File: src/rtl/drp_arbiter.sv
// drp_arbiter: shares one QPLL/GT-common DRP port between two requesters.
// Port A is the PCIe QPLL rate-change controller and port B is the software
// DRP master. Requests are latched, served round-robin one at a time, and a
// missing DRP_RDY is bounded by a timeout.
//
// Handshake (both requester ports and the shared port): EN is a one-cycle
// request strobe that carries ADDR/WE/DI in the same cycle; RDY is a one-cycle
// completion pulse that carries DO in the same cycle. Exactly one RDY answers
// each accepted EN. WE is meaningful only while EN is high.
module drp_arbiter #(
  parameter int              AW      = 8,
  parameter int              DW      = 16,
  parameter int              TIMEOUT = 1023,
  parameter logic [DW-1:0]   TO_DATA = 16'hDEAD
) (
  input  logic          DRP_CLK,
  input  logic          DRP_RST,
  // requester A
  input  logic [AW-1:0] A_ADDR,
  input  logic          A_EN,
  input  logic          A_WE,
  input  logic [DW-1:0] A_DI,
  output logic [DW-1:0] A_DO,
  output logic          A_RDY,
  // requester B
  input  logic [AW-1:0] B_ADDR,
  input  logic          B_EN,
  input  logic          B_WE,
  input  logic [DW-1:0] B_DI,
  output logic [DW-1:0] B_DO,
  output logic          B_RDY,
  // shared DRP master
  output logic [AW-1:0] DRP_ADDR,
  output logic          DRP_EN,
  output logic          DRP_WE,
  output logic [DW-1:0] DRP_DI,
  input  logic [DW-1:0] DRP_DO,
  input  logic          DRP_RDY,
  // status
  output logic          BUSY,
  output logic [3:0]    STATUS,
  input  logic          STATUS_CLR,
  // FSM state for observation (0 idle, 1 issue, 2 wait)
  output logic [1:0]    dbg_state
);

  typedef enum logic [1:0] {
    S_IDLE  = 2'd0,
    S_ISSUE = 2'd1,
    S_WAIT  = 2'd2
  } state_t;

  // Last WAIT count value before the transaction is declared lost.
  localparam logic [15:0] TCNT_LAST = 16'(TIMEOUT - 1);

  state_t        state;
  logic          gnt_b;      // port owning the transaction in flight (1 = B)
  logic          last_b;     // last granted port (1 = B)
  logic [15:0]   tcnt;

  logic          pend_a;
  logic [AW-1:0] a_addr_q;
  logic          a_we_q;
  logic [DW-1:0] a_di_q;

  logic          pend_b;
  logic [AW-1:0] b_addr_q;
  logic          b_we_q;
  logic [DW-1:0] b_di_q;

  logic          req_a;
  logic          req_b;
  logic          grant;
  logic          grant_b;
  logic          a_take;
  logic          b_take;
  logic          cpl;
  logic [DW-1:0] cpl_data;
  logic [3:0]    st_set;

  // Arbitration, request acceptance, completion and status-set decode.
  always_comb begin
    req_a    = 1'b0;
    req_b    = 1'b0;
    grant    = 1'b0;
    grant_b  = 1'b0;
    a_take   = 1'b0;
    b_take   = 1'b0;
    cpl      = 1'b0;
    cpl_data = DRP_DO;
    st_set   = 4'b0000;

    // A pending flag whose RDY is on the wire this cycle is already served.
    req_a   = pend_a & ~A_RDY;
    req_b   = pend_b & ~B_RDY;
    grant   = (state == S_IDLE) & (req_a | req_b);
    // On contention, the port that was not granted last wins.
    grant_b = req_b & (~req_a | ~last_b);

    // A new strobe is accepted when the slot is free or being freed now.
    a_take  = A_EN & (~pend_a | A_RDY);
    b_take  = B_EN & (~pend_b | B_RDY);

    cpl      = (state == S_WAIT) & (DRP_RDY | (tcnt == TCNT_LAST));
    cpl_data = DRP_RDY ? DRP_DO : TO_DATA;

    st_set[0] = (state == S_WAIT) & ~DRP_RDY & (tcnt == TCNT_LAST);
    st_set[1] = DRP_RDY & (state != S_WAIT);
    st_set[2] = A_EN & ~a_take;
    st_set[3] = B_EN & ~b_take;
  end

  assign BUSY      = (state != S_IDLE) | pend_a | pend_b;
  assign dbg_state = state;

  // Request latches, transaction FSM, shared-port drive and sticky status.
  always_ff @(posedge DRP_CLK or posedge DRP_RST) begin
    if (DRP_RST) begin
      state    <= S_IDLE;
      gnt_b    <= 1'b0;
      last_b   <= 1'b1;
      tcnt     <= '0;
      pend_a   <= 1'b0;
      a_addr_q <= '0;
      a_we_q   <= 1'b0;
      a_di_q   <= '0;
      pend_b   <= 1'b0;
      b_addr_q <= '0;
      b_we_q   <= 1'b0;
      b_di_q   <= '0;
      A_DO     <= '0;
      A_RDY    <= 1'b0;
      B_DO     <= '0;
      B_RDY    <= 1'b0;
      DRP_ADDR <= '0;
      DRP_EN   <= 1'b0;
      DRP_WE   <= 1'b0;
      DRP_DI   <= '0;
      STATUS   <= 4'b0000;
    end else begin
      if (STATUS_CLR) begin
        STATUS <= 4'b0000;
      end else begin
        STATUS <= STATUS | st_set;
      end

      if (a_take) begin
        pend_a   <= 1'b1;
        a_addr_q <= A_ADDR;
        a_we_q   <= A_WE;
        a_di_q   <= A_DI;
      end else if (A_RDY) begin
        pend_a   <= 1'b0;
      end

      if (b_take) begin
        pend_b   <= 1'b1;
        b_addr_q <= B_ADDR;
        b_we_q   <= B_WE;
        b_di_q   <= B_DI;
      end else if (B_RDY) begin
        pend_b   <= 1'b0;
      end

      A_RDY <= 1'b0;
      B_RDY <= 1'b0;

      case (state)
        S_IDLE: begin
          if (grant) begin
            state    <= S_ISSUE;
            gnt_b    <= grant_b;
            last_b   <= grant_b;
            DRP_EN   <= 1'b1;
            DRP_WE   <= grant_b ? b_we_q   : a_we_q;
            DRP_ADDR <= grant_b ? b_addr_q : a_addr_q;
            DRP_DI   <= grant_b ? b_di_q   : a_di_q;
          end
        end
        S_ISSUE: begin
          state  <= S_WAIT;
          DRP_EN <= 1'b0;
          DRP_WE <= 1'b0;
          tcnt   <= '0;
        end
        S_WAIT: begin
          if (cpl) begin
            state <= S_IDLE;
            if (gnt_b) begin
              B_DO  <= cpl_data;
              B_RDY <= 1'b1;
            end else begin
              A_DO  <= cpl_data;
              A_RDY <= 1'b1;
            end
          end else begin
            tcnt <= tcnt + 16'd1;
          end
        end
        default: begin
          state <= S_IDLE;
        end
      endcase
    end
  end

endmodule
File: config.mk
export PLATFORM = sky130hd
export DESIGN_NAME = drp_arbiter
export DESIGN_NICKNAME = d
export VERILOG_FILES = /design/src/rtl/drp_arbiter.sv
export SDC_FILE = /design/constraint.sdc
export NUM_CORES = 1
export LEC_CHECK = 0
export CAP_MARGIN = 15
export CORE_MARGIN = 2
export CORE_UTILIZATION = 30
export DETAILED_ROUTE_END_ITERATION = 6
export PLACE_DENSITY = 0.65
export RECOVER_POWER = 100
export SLEW_MARGIN = 15
export SYNTH_ARGS = -nofsm -noshare
export SYNTH_HDL_FRONTEND = slang
export SYNTH_SLANG_ARGS = --single-unit
File: constraint.sdc
create_clock -name DRP_CLK -period 8.6 [get_ports DRP_CLK]
set_input_delay 1.72 -clock DRP_CLK [delete_from_list [all_inputs] [get_ports DRP_CLK]]
set_output_delay 1.72 -clock DRP_CLK [all_outputs]
set_load 0.005 [all_outputs]
==> results.yml, run 1 <==
sta:
  drv_slew: 222
  clock_skew_ns: 0.00996
  timing.hold.ws_ns: 0.479
  finalSetupTns_ns: 0
  rsz0062_at_grt: "no"
  setup_viol: 0
  worst_slew_pin_slew_ns: 2.63
  slew_headroom_pct: -76.2
  finalCriticalPeriod_ns: 5.27
  fin_crit_sh_pct: 61.3
  hold_viol_final: 0
  clock.fmax_ghz: 0.190
placed_design:
  io_buffers: 138
  placed_area_mm2: 0.00724
  place_congestion: 0.794
  dpl.cell_count: 786
  hpwl_mm: 8.92
logic_synthesis:
  synth.distinct_cells: 54
  synth_nets: 506
  ys.flop_type: "dfrtp_1"
  yosysWarnings: 0
  synth_top_cell_by_area: "dfrtp_1"
  synth_cells: 432
  synth_top_area_share_pct: 59.9
  synth-async-reset-ratio_pct: 100
  ys_ff_latch: 136
  synth_area_leaders: "dfrtp_1 60%, mux2_2 10%, mux2i_1 5.9%"
  syn_avg_cell_area_um2: 13.1
  synth_edf_count: 0
  syn_area_mm2: 0.00564
  synth_seq_area_share_pct: 60.3
die:
  design.die.area_mm2: 0.0199
  core_mm2: 0.0186
  dieWidth_um: 141
  num_rows: 50
  fp.dieH_um: 141
  start_util_pct: 30.4
  ios: 139
detailed_routing:
  ant_nets: 0
  drc: 0
  dr.first_iter.drc_count: 252
  wirelength_mm: 13.1
  wl_per_cell_um: 16.1
  drt_first_pass_iters: 4
  route.vias.total: 3929
  vias_per_cell: 4.81
critical_path:
  worst_ep_required_time_ns: 8.76
  r2r_start: "dbg_state[0]"
  arrival_ns: 5.43
  reg2reg_depth: 4
  cp-startpoint: "DRP_RST"
  r2r_end: "DRP_DI[2]"
  reg2reg_slack_ns: 5.60
  critical_path_class: "input pin to async pin"
  end_kind: "async pin"
  critPathCapture: "tcnt[2]"
  crit_path_start_kind: "input pin"
  critPathMaxFanout: 76
grt:
  grt_max_degree: 77
  overflow: 0
  grt_pass1_wl_mm: 21.7
  grt_pass1_vias: 4123
  grt.total_usage_pct: 13.9
  antenna_found_initial: 0
power_and_ir_drop:
  p_int_mw: 1.80
  p_sw_share_pct: 30.6
  pwr-share-clk_pct: 25.5
  p_seq_share_pct: 41.1
  p_leak_nw: 3.37
  max-vdd-ir-drop_mv: 0.147
  p_per_area_mw_per_mm2: 335
  p_sw_mw: 0.794
  p_comb_share_pct: 33.4
outcome:
  failed_checks: "capacitance limit, slew limit"
  outcome: "complete, but fails checks"
clock_network:
  cts_root_buf: "clkbuf_16"
  clock_sinks: 136
  cts_resized: 0
  cts_buffers: 17
  clk_pin_slew_worst_paths_ns: 0.06
  cts_setup_buffers: 0
  cts_hold_buf: 0
  h-tree-depth: 4
  cts.path.max_buffers: 2
  clock_latency_ns: 0.42
  cts_tree: "built"
worst_hold_path:
  hold_path_class: "flop to flop"
  hold_start: "DRP_ADDR[6]"
final_layout:
  final_nets: 645
  area_growth_syn_to_layout_pct: 37.0
  fin_cells: 817
  n_antenna_cell: 0
  layout_commonest_cell: "dfrtp_1"
  design_area_mm2: 0.00773
  drive_gt1_share_pct: 18.2
  mostFrequentLayoutCells: "135 x dfrtp_1, 71 x dlygate4sd3_1, 67 x clkdlybuf4s50_1, 50 x mux2_2, 48 x nand2_1"
flow_run:
  cap_violations: 4
cells by family after synthesis:
group                    share of synthesized area, %
AO/OA/AOI/OAI                                    10.8
multiplexers                                     15.8
AND/OR/NAND/NOR                                  10.0
flip-flops                                       60.3
buffers and inverters                            2.57
adder cells (fa/ha/maj)                         0.443
power by group through the flow:
stage          clock, mW  combinational, mW  sequential, mW
2_1_floorplan          0              0.515            1.05
3_3_place_gp           0              0.915            1.07
3_5_place_dp           0              0.936            1.08
4_1_cts            0.680              0.942            1.07
5_1_grt            0.712              0.958            1.11
6_report           0.660              0.867            1.07
critical path: stages:
cell and delay (ns):
dlygate4sd3_1 0.55, clkinvlp_2 1.48, clkbuf_2 1.55
metrics by stage:
stage	total power, mW	utilization [%]	setup slack (ns)
4_1_cts	2.70	41.9	5.03
3_3_place_gp	1.98	39.0	4.86
5_1_grt	2.78	41.6	2.55
2_1_floorplan	1.57	-	3.24
3_5_place_dp	2.02	39.0	4.78
6_report	2.59	41.6	3.33
state kept, by name, summed over array words and instances (netlist names):
name and cells:
tcnt 16, A_RDY 1, DRP_ADDR 8, DRP_WE 1
last_b 1, pend_a 1, a_we_q 1, B_DO 16
A_DO 16, b_di_q 16, b_we_q 1, b_addr_q 8
a_addr_q 8, DRP_DI 16, pend_b 1, dbg_state 2
gnt_b 1, a_di_q 16, B_RDY 1, DRP_EN 1
STATUS 4
cells in the mapped netlist, types with 5 or more instances:
cell type and number:
clkbuf_1 14, o22a_2 9, a22o_2 5, o21ai_0 29, mux2i_1 33, nand2_1 48, mux2_2 50, a22o_1 5
o22a_1 13, nand2b_1 7, nand3_1 10, dfrtp_1 135, nor2_1 7
worst min path at each step:
stage / endpoint / cells after the start
after global routing: last_b / 2
after CTS: last_b / 2
after floorplan: last_b / 2
after global placement: DRP_DI[0] / 2
after detailed placement: DRP_ADDR[0] / 2
final: DRP_ADDR[6] / 2
layer usage:
metal	vias to the layer above	wire length (um)	track usage, %
li1	1842	-	-
met1	1970	5720	17.4
met2	102	6510	22.4
met3	15	738	5.06
met4	0	153	4.37
met5	-	0	0
area by class of cell:
type / instances / area, um^2
inverters: 6 / 28.8
clock buffers: 21 / 470
clock inverters: 10 / 72.6
flip-flops and latches: 136 / 3400
repair buffers: 141 / 1390
multi-input cells: 269 / 2070
fillers: 1724 / 10800
well taps: 234 / 293
Power figures use the tool's default switching activity.
==> run 2: changes to the inputs <==
--- a/config.mk
+++ b/config.mk
@@ -9,7 +9,7 @@
 export CORE_MARGIN = 2
 export CORE_UTILIZATION = 30
 export DETAILED_ROUTE_END_ITERATION = 6
-export PLACE_DENSITY = 0.65
+export PLACE_DENSITY = 0.67
 export RECOVER_POWER = 100
 export SLEW_MARGIN = 15
 export SYNTH_ARGS = -nofsm -noshare
==> constraint.sdc (replaced) <==
create_clock -name DRP_CLK -period 4.6 [get_ports DRP_CLK]
set_input_delay 0.92 -clock DRP_CLK [delete_from_list [all_inputs] [get_ports DRP_CLK]]
set_output_delay 0.92 -clock DRP_CLK [all_outputs]
set_load 0.005 [all_outputs]
==> results.yml, run 2 (same netlist as run 1, synthesis figures left out) <==
grt:
  antenna_found_initial: 0
  overflow: 0
  grt.total_usage_pct: 14.0
  grt_max_degree: 85
  grt_pass1_vias: 4155
  grt_pass1_wl_mm: 21.9
sta:
  clock_skew_ns: 0.0180
  setup_viol: 0
  rsz0062_at_grt: "no"
  setup_ws_ns: 1.28
  finalCriticalPeriod_ns: 3.32
  drv_slew: 104
  finalSetupTns_ns: 0
  clock.fmax_ghz: 0.301
  hold_viol_final: 0
  slew_headroom_pct: -65.4
  worst_slew_pin_slew_ns: 2.46
  fin_crit_sh_pct: 72.2
detailed_routing:
  ant_nets: 0
  wl_per_cell_um: 16.4
  drt_first_pass_iters: 6
  vias_per_cell: 4.83
  route.vias.total: 3964
  dr.first_iter.drc_count: 161
  drc: 0
  wirelength_mm: 13.5
clock_network:
  cts.path.max_buffers: 2
  cts_hold_buf: 0
  cts_tree: "built"
  clk_pin_slew_worst_paths_ns: 0.06
  clock_latency_ns: 0.42
  clock_sinks: 136
  cts_resized: 0
  cts_setup_buffers: 0
  cts_root_buf: "clkbuf_16"
  cts_buffers: 17
  h-tree-depth: 4
final_layout:
  fin_util_pct: 41.6
  seqCellArea_mm2: 0.00340
  area_growth_syn_to_layout_pct: 36.8
  mostFrequentLayoutCells: "135 x dfrtp_1, 71 x dlygate4sd3_1, 67 x clkdlybuf4s50_1, 50 x mux2_2, 48 x nand2_1"
  n_antenna_cell: 0
  multiInputGateArea_mm2: 0.00204
  fin_cells: 820
  layout_commonest_cell: "dfrtp_1"
  final_nets: 647
  drive_gt1_share_pct: 17.4
  fillCellCount: 1709
power_and_ir_drop:
  max-vdd-ir-drop_mv: 0.263
  p_leak_nw: 3.37
  p_per_area_mw_per_mm2: 632
critical_path:
  crit_path_start_kind: "flop"
  critPathMaxFanout: 36
  worst_ep_required_time_ns: 4.87
  end_kind: "flop"
  arrival_ns: 3.59
  critical_path_class: "flop to flop"
die:
  fp.dieH_um: 141
  num_rows: 50
  start_util_pct: 30.4
  core_mm2: 0.0186
  ios: 139
  design.die.area_mm2: 0.0199
  dieWidth_um: 141
placed_design:
  io_buffers: 138
  place_congestion: 0.778
  dpl_worst_slack_ns: 1.60
  dpl.cell_count: 788
  hpwl_mm: 9.29
worst_hold_path:
  hold_path_class: "flop to flop"
outcome:
  outcome: "complete, but fails checks"
  failed_checks: "capacitance limit, slew limit"
flow_run:
  cap_violations: 4
[run 2: per-stage QoR]
stage	hold WS, ns	power, mW	instance area, um^2
2_1_floorplan	0.461	2.93	5640
5_1_grt	0.507	5.22	7720
6_report	0.471	4.88	7720
3_3_place_gp	0.462	3.71	7250
3_5_place_dp	0.470	3.80	7250
4_1_cts	0.483	5.10	7800
[run 2: cell type report]
cell class	instances	area share (%)
timing repair buffer	143	18.2
sequential	136	44.1
clock buffer	21	5.83
multi-input combinational	269	26.4
clock inverter	11	1.30
inverter	6	0.373
tap	234	3.79
[run 2: worst paths after layout]
check | start | endpoint | slack [ns] | depth (start not counted)
min in group asynchronous | DRP_RST | B_DO[9] | 1.14 | 2
setup / recovery | pend_a | DRP_DI[4] | 1.28 | 4
setup reg to reg | pend_a | DRP_DI[4] | 1.28 | 4
max in group asynchronous | DRP_RST | DRP_ADDR[6] | 1.50 | 3
hold / removal | DRP_EN | DRP_EN | 0.47 | 2
hold reg to reg | DRP_EN | DRP_EN | 0.47 | 2
[run 2: power by group]
part	switching (mW)	internal [mW]	leakage, nW
clock	0.516	0.757	0.267
sequential	0.287	1.70	1.66
combinational	0.691	0.925	1.44
[run 2: layer usage]
| metal | routed length [um] | vias to the layer above | track usage (%) |
|---|---|---|---|
| li1 | - | 1853 | - |
| met1 | 5830 | 1980 | 17.4 |
| met2 | 6820 | 120 | 23.6 |
| met3 | 677 | 11 | 4.28 |
| met4 | 151 | 0 | 4.37 |
| met5 | 0 | - | 0 |
[run 2: critical path: stages (launching register included)]
cell     delay, ns
dfrtp_1       0.40
nor2b_1       0.16
o21ai_0       1.83
buf_4         0.58
o21ai_0       0.17
==> run 3: changes to the inputs <==
--- a/config.mk
+++ b/config.mk
@@ -9,7 +9,7 @@
 export CORE_MARGIN = 2
 export CORE_UTILIZATION = 30
 export DETAILED_ROUTE_END_ITERATION = 6
-export PLACE_DENSITY = 0.67
+export PLACE_DENSITY = 0.65
 export RECOVER_POWER = 100
 export SLEW_MARGIN = 15
 export SYNTH_ARGS = -nofsm -noshare
==> constraint.sdc (replaced) <==
create_clock -name DRP_CLK -period 3.2 [get_ports DRP_CLK]
set_input_delay 0.64 -clock DRP_CLK [delete_from_list [all_inputs] [get_ports DRP_CLK]]
set_output_delay 0.64 -clock DRP_CLK [all_outputs]
set_load 0.005 [all_outputs]
==> results.yml, run 3 (same netlist as run 1, synthesis figures left out) <==
outcome:
  outcome: "complete, but fails checks"
  failed_checks: "capacitance limit, slew limit"
detailed_routing:
  wirelength_mm: 13.4
  wl_per_cell_um: 16.3
  drc: 0
  route.vias.total: 3955
  vias_per_cell: 4.82
  dr.first_iter.drc_count: 138
  drt_first_pass_iters: 4
  ant_nets: 0
critical_path:
  arrival_ns: 3.03
  end_kind: "flop"
  critPathMaxFanout: 25
  crit_path_start_kind: "input pin"
  worst_ep_required_time_ns: 3.49
  critical_path_class: "input pin to flop"
  reg2reg_slack_ns: 0.56
die:
  ios: 139
  num_rows: 50
  core_mm2: 0.0186
  fp.dieH_um: 141
  design.die.area_mm2: 0.0199
  start_util_pct: 30.4
  dieWidth_um: 141
sta:
  setup_viol: 0
  worst_slew_pin_slew_ns: 1.86
  drv_slew: 232
  clock_skew_ns: 0.00719
  fin_crit_sh_pct: 85.7
  slew_headroom_pct: -23.7
  rsz0062_at_grt: "no"
  clock.fmax_ghz: 0.365
  setup_ws_ns: 0.457
  finalSetupTns_ns: 0
  hold_viol_final: 0
  finalCriticalPeriod_ns: 2.74
final_layout:
  drive_gt1_share_pct: 18.4
  mostFrequentLayoutCells: "135 x dfrtp_1, 70 x dlygate4sd3_1, 68 x clkdlybuf4s50_1, 50 x mux2_2, 48 x nand2_1"
  final_nets: 647
  fillCellCount: 1713
  area_growth_syn_to_layout_pct: 38.7
  layout_commonest_cell: "dfrtp_1"
power_and_ir_drop:
  p_per_area_mw_per_mm2: 930
  p_leak_nw: 3.41
  max-vdd-ir-drop_mv: 0.383
grt:
  antenna_found_initial: 1
  grt.total_usage_pct: 14.1
  overflow: 0
  grt_pass1_wl_mm: 21.9
  grt_pass1_vias: 4191
  grt_max_degree: 137
clock_network:
  cts_hold_buf: 0
  cts_resized: 0
  cts.path.max_buffers: 2
  clock_latency_ns: 0.41
  cts_tree: "built"
  cts_buffers: 17
  clk_pin_slew_worst_paths_ns: 0.06
  h-tree-depth: 4
  clock_sinks: 136
  cts_setup_buffers: 0
  cts_root_buf: "clkbuf_16"
flow_run:
  cap_violations: 4
placed_design:
  dpl_worst_slack_ns: 0.695
  hpwl_mm: 9.07
  place_congestion: 0.795
  io_buffers: 138
worst_hold_path:
  hold_path_class: "flop to flop"
-- run 3: worst paths after layout --
kind                       startpoint     endpoint  cells after the start
setup reg to reg              tcnt[0]      A_DO[3]                      7
hold / removal              DRP_DI[4]    DRP_DI[4]                      2
hold reg to reg             DRP_DI[4]    DRP_DI[4]                      2
min in group asynchronous     DRP_RST     B_DO[11]                      3
max in group asynchronous     DRP_RST  DRP_ADDR[2]                      3
setup / recovery                 A_EN    a_di_q[9]                      4
-- run 3: critical path, cell delays in order --
cell and delay (ns):
dlygate4sd3_1 0.57, nand2_1 0.07, clkbuf_1 1.29, mux2_2 0.45
-- run 3: metrics by stage --
| step | util [%] | instances | hold WS, ns | power, mW | instance area (um^2) |
|---|---|---|---|---|---|
| 2_1_floorplan | - | 432 | 0.461 | 4.22 | 5650 |
| 3_3_place_gp | 39.1 | 788 | 0.467 | 5.35 | 7270 |
| 3_5_place_dp | 39.1 | 788 | 0.472 | 5.46 | 7270 |
| 4_1_cts | 42.5 | 820 | 0.483 | 7.59 | 7900 |
| 5_1_grt | 42.1 | 821 | 0.508 | 7.78 | 7830 |
| 6_report | 42.1 | 821 | 0.476 | 7.28 | 7830 |
-- run 3: where the power goes --
group          internal, mW  switching (mW)
logic                  1.33           0.999
clock network          1.33           0.754
registers              2.45           0.412
-- run 3: layout make-up --
class                           count  area, um^2  share of cell area [%]
Sequential cell                   136        3400                    43.5
Multi-Input combinational cell    269        2060                    26.3
Clock inverter                     14         193                    2.46
Timing Repair Buffer              143        1410                    18.0
Clock buffer                       18         439                    5.61
Antenna cell                        1        2.50                  0.0320
Tap cell                          234         293                    3.74
Inverter                            6        27.5                   0.352
-- run 3: routing by layer --
layer,wire (um),track usage [%]
met1,5800,17.5
met2,6720,23.2
met3,713,4.72
met4,183,4.53
met5,0,0
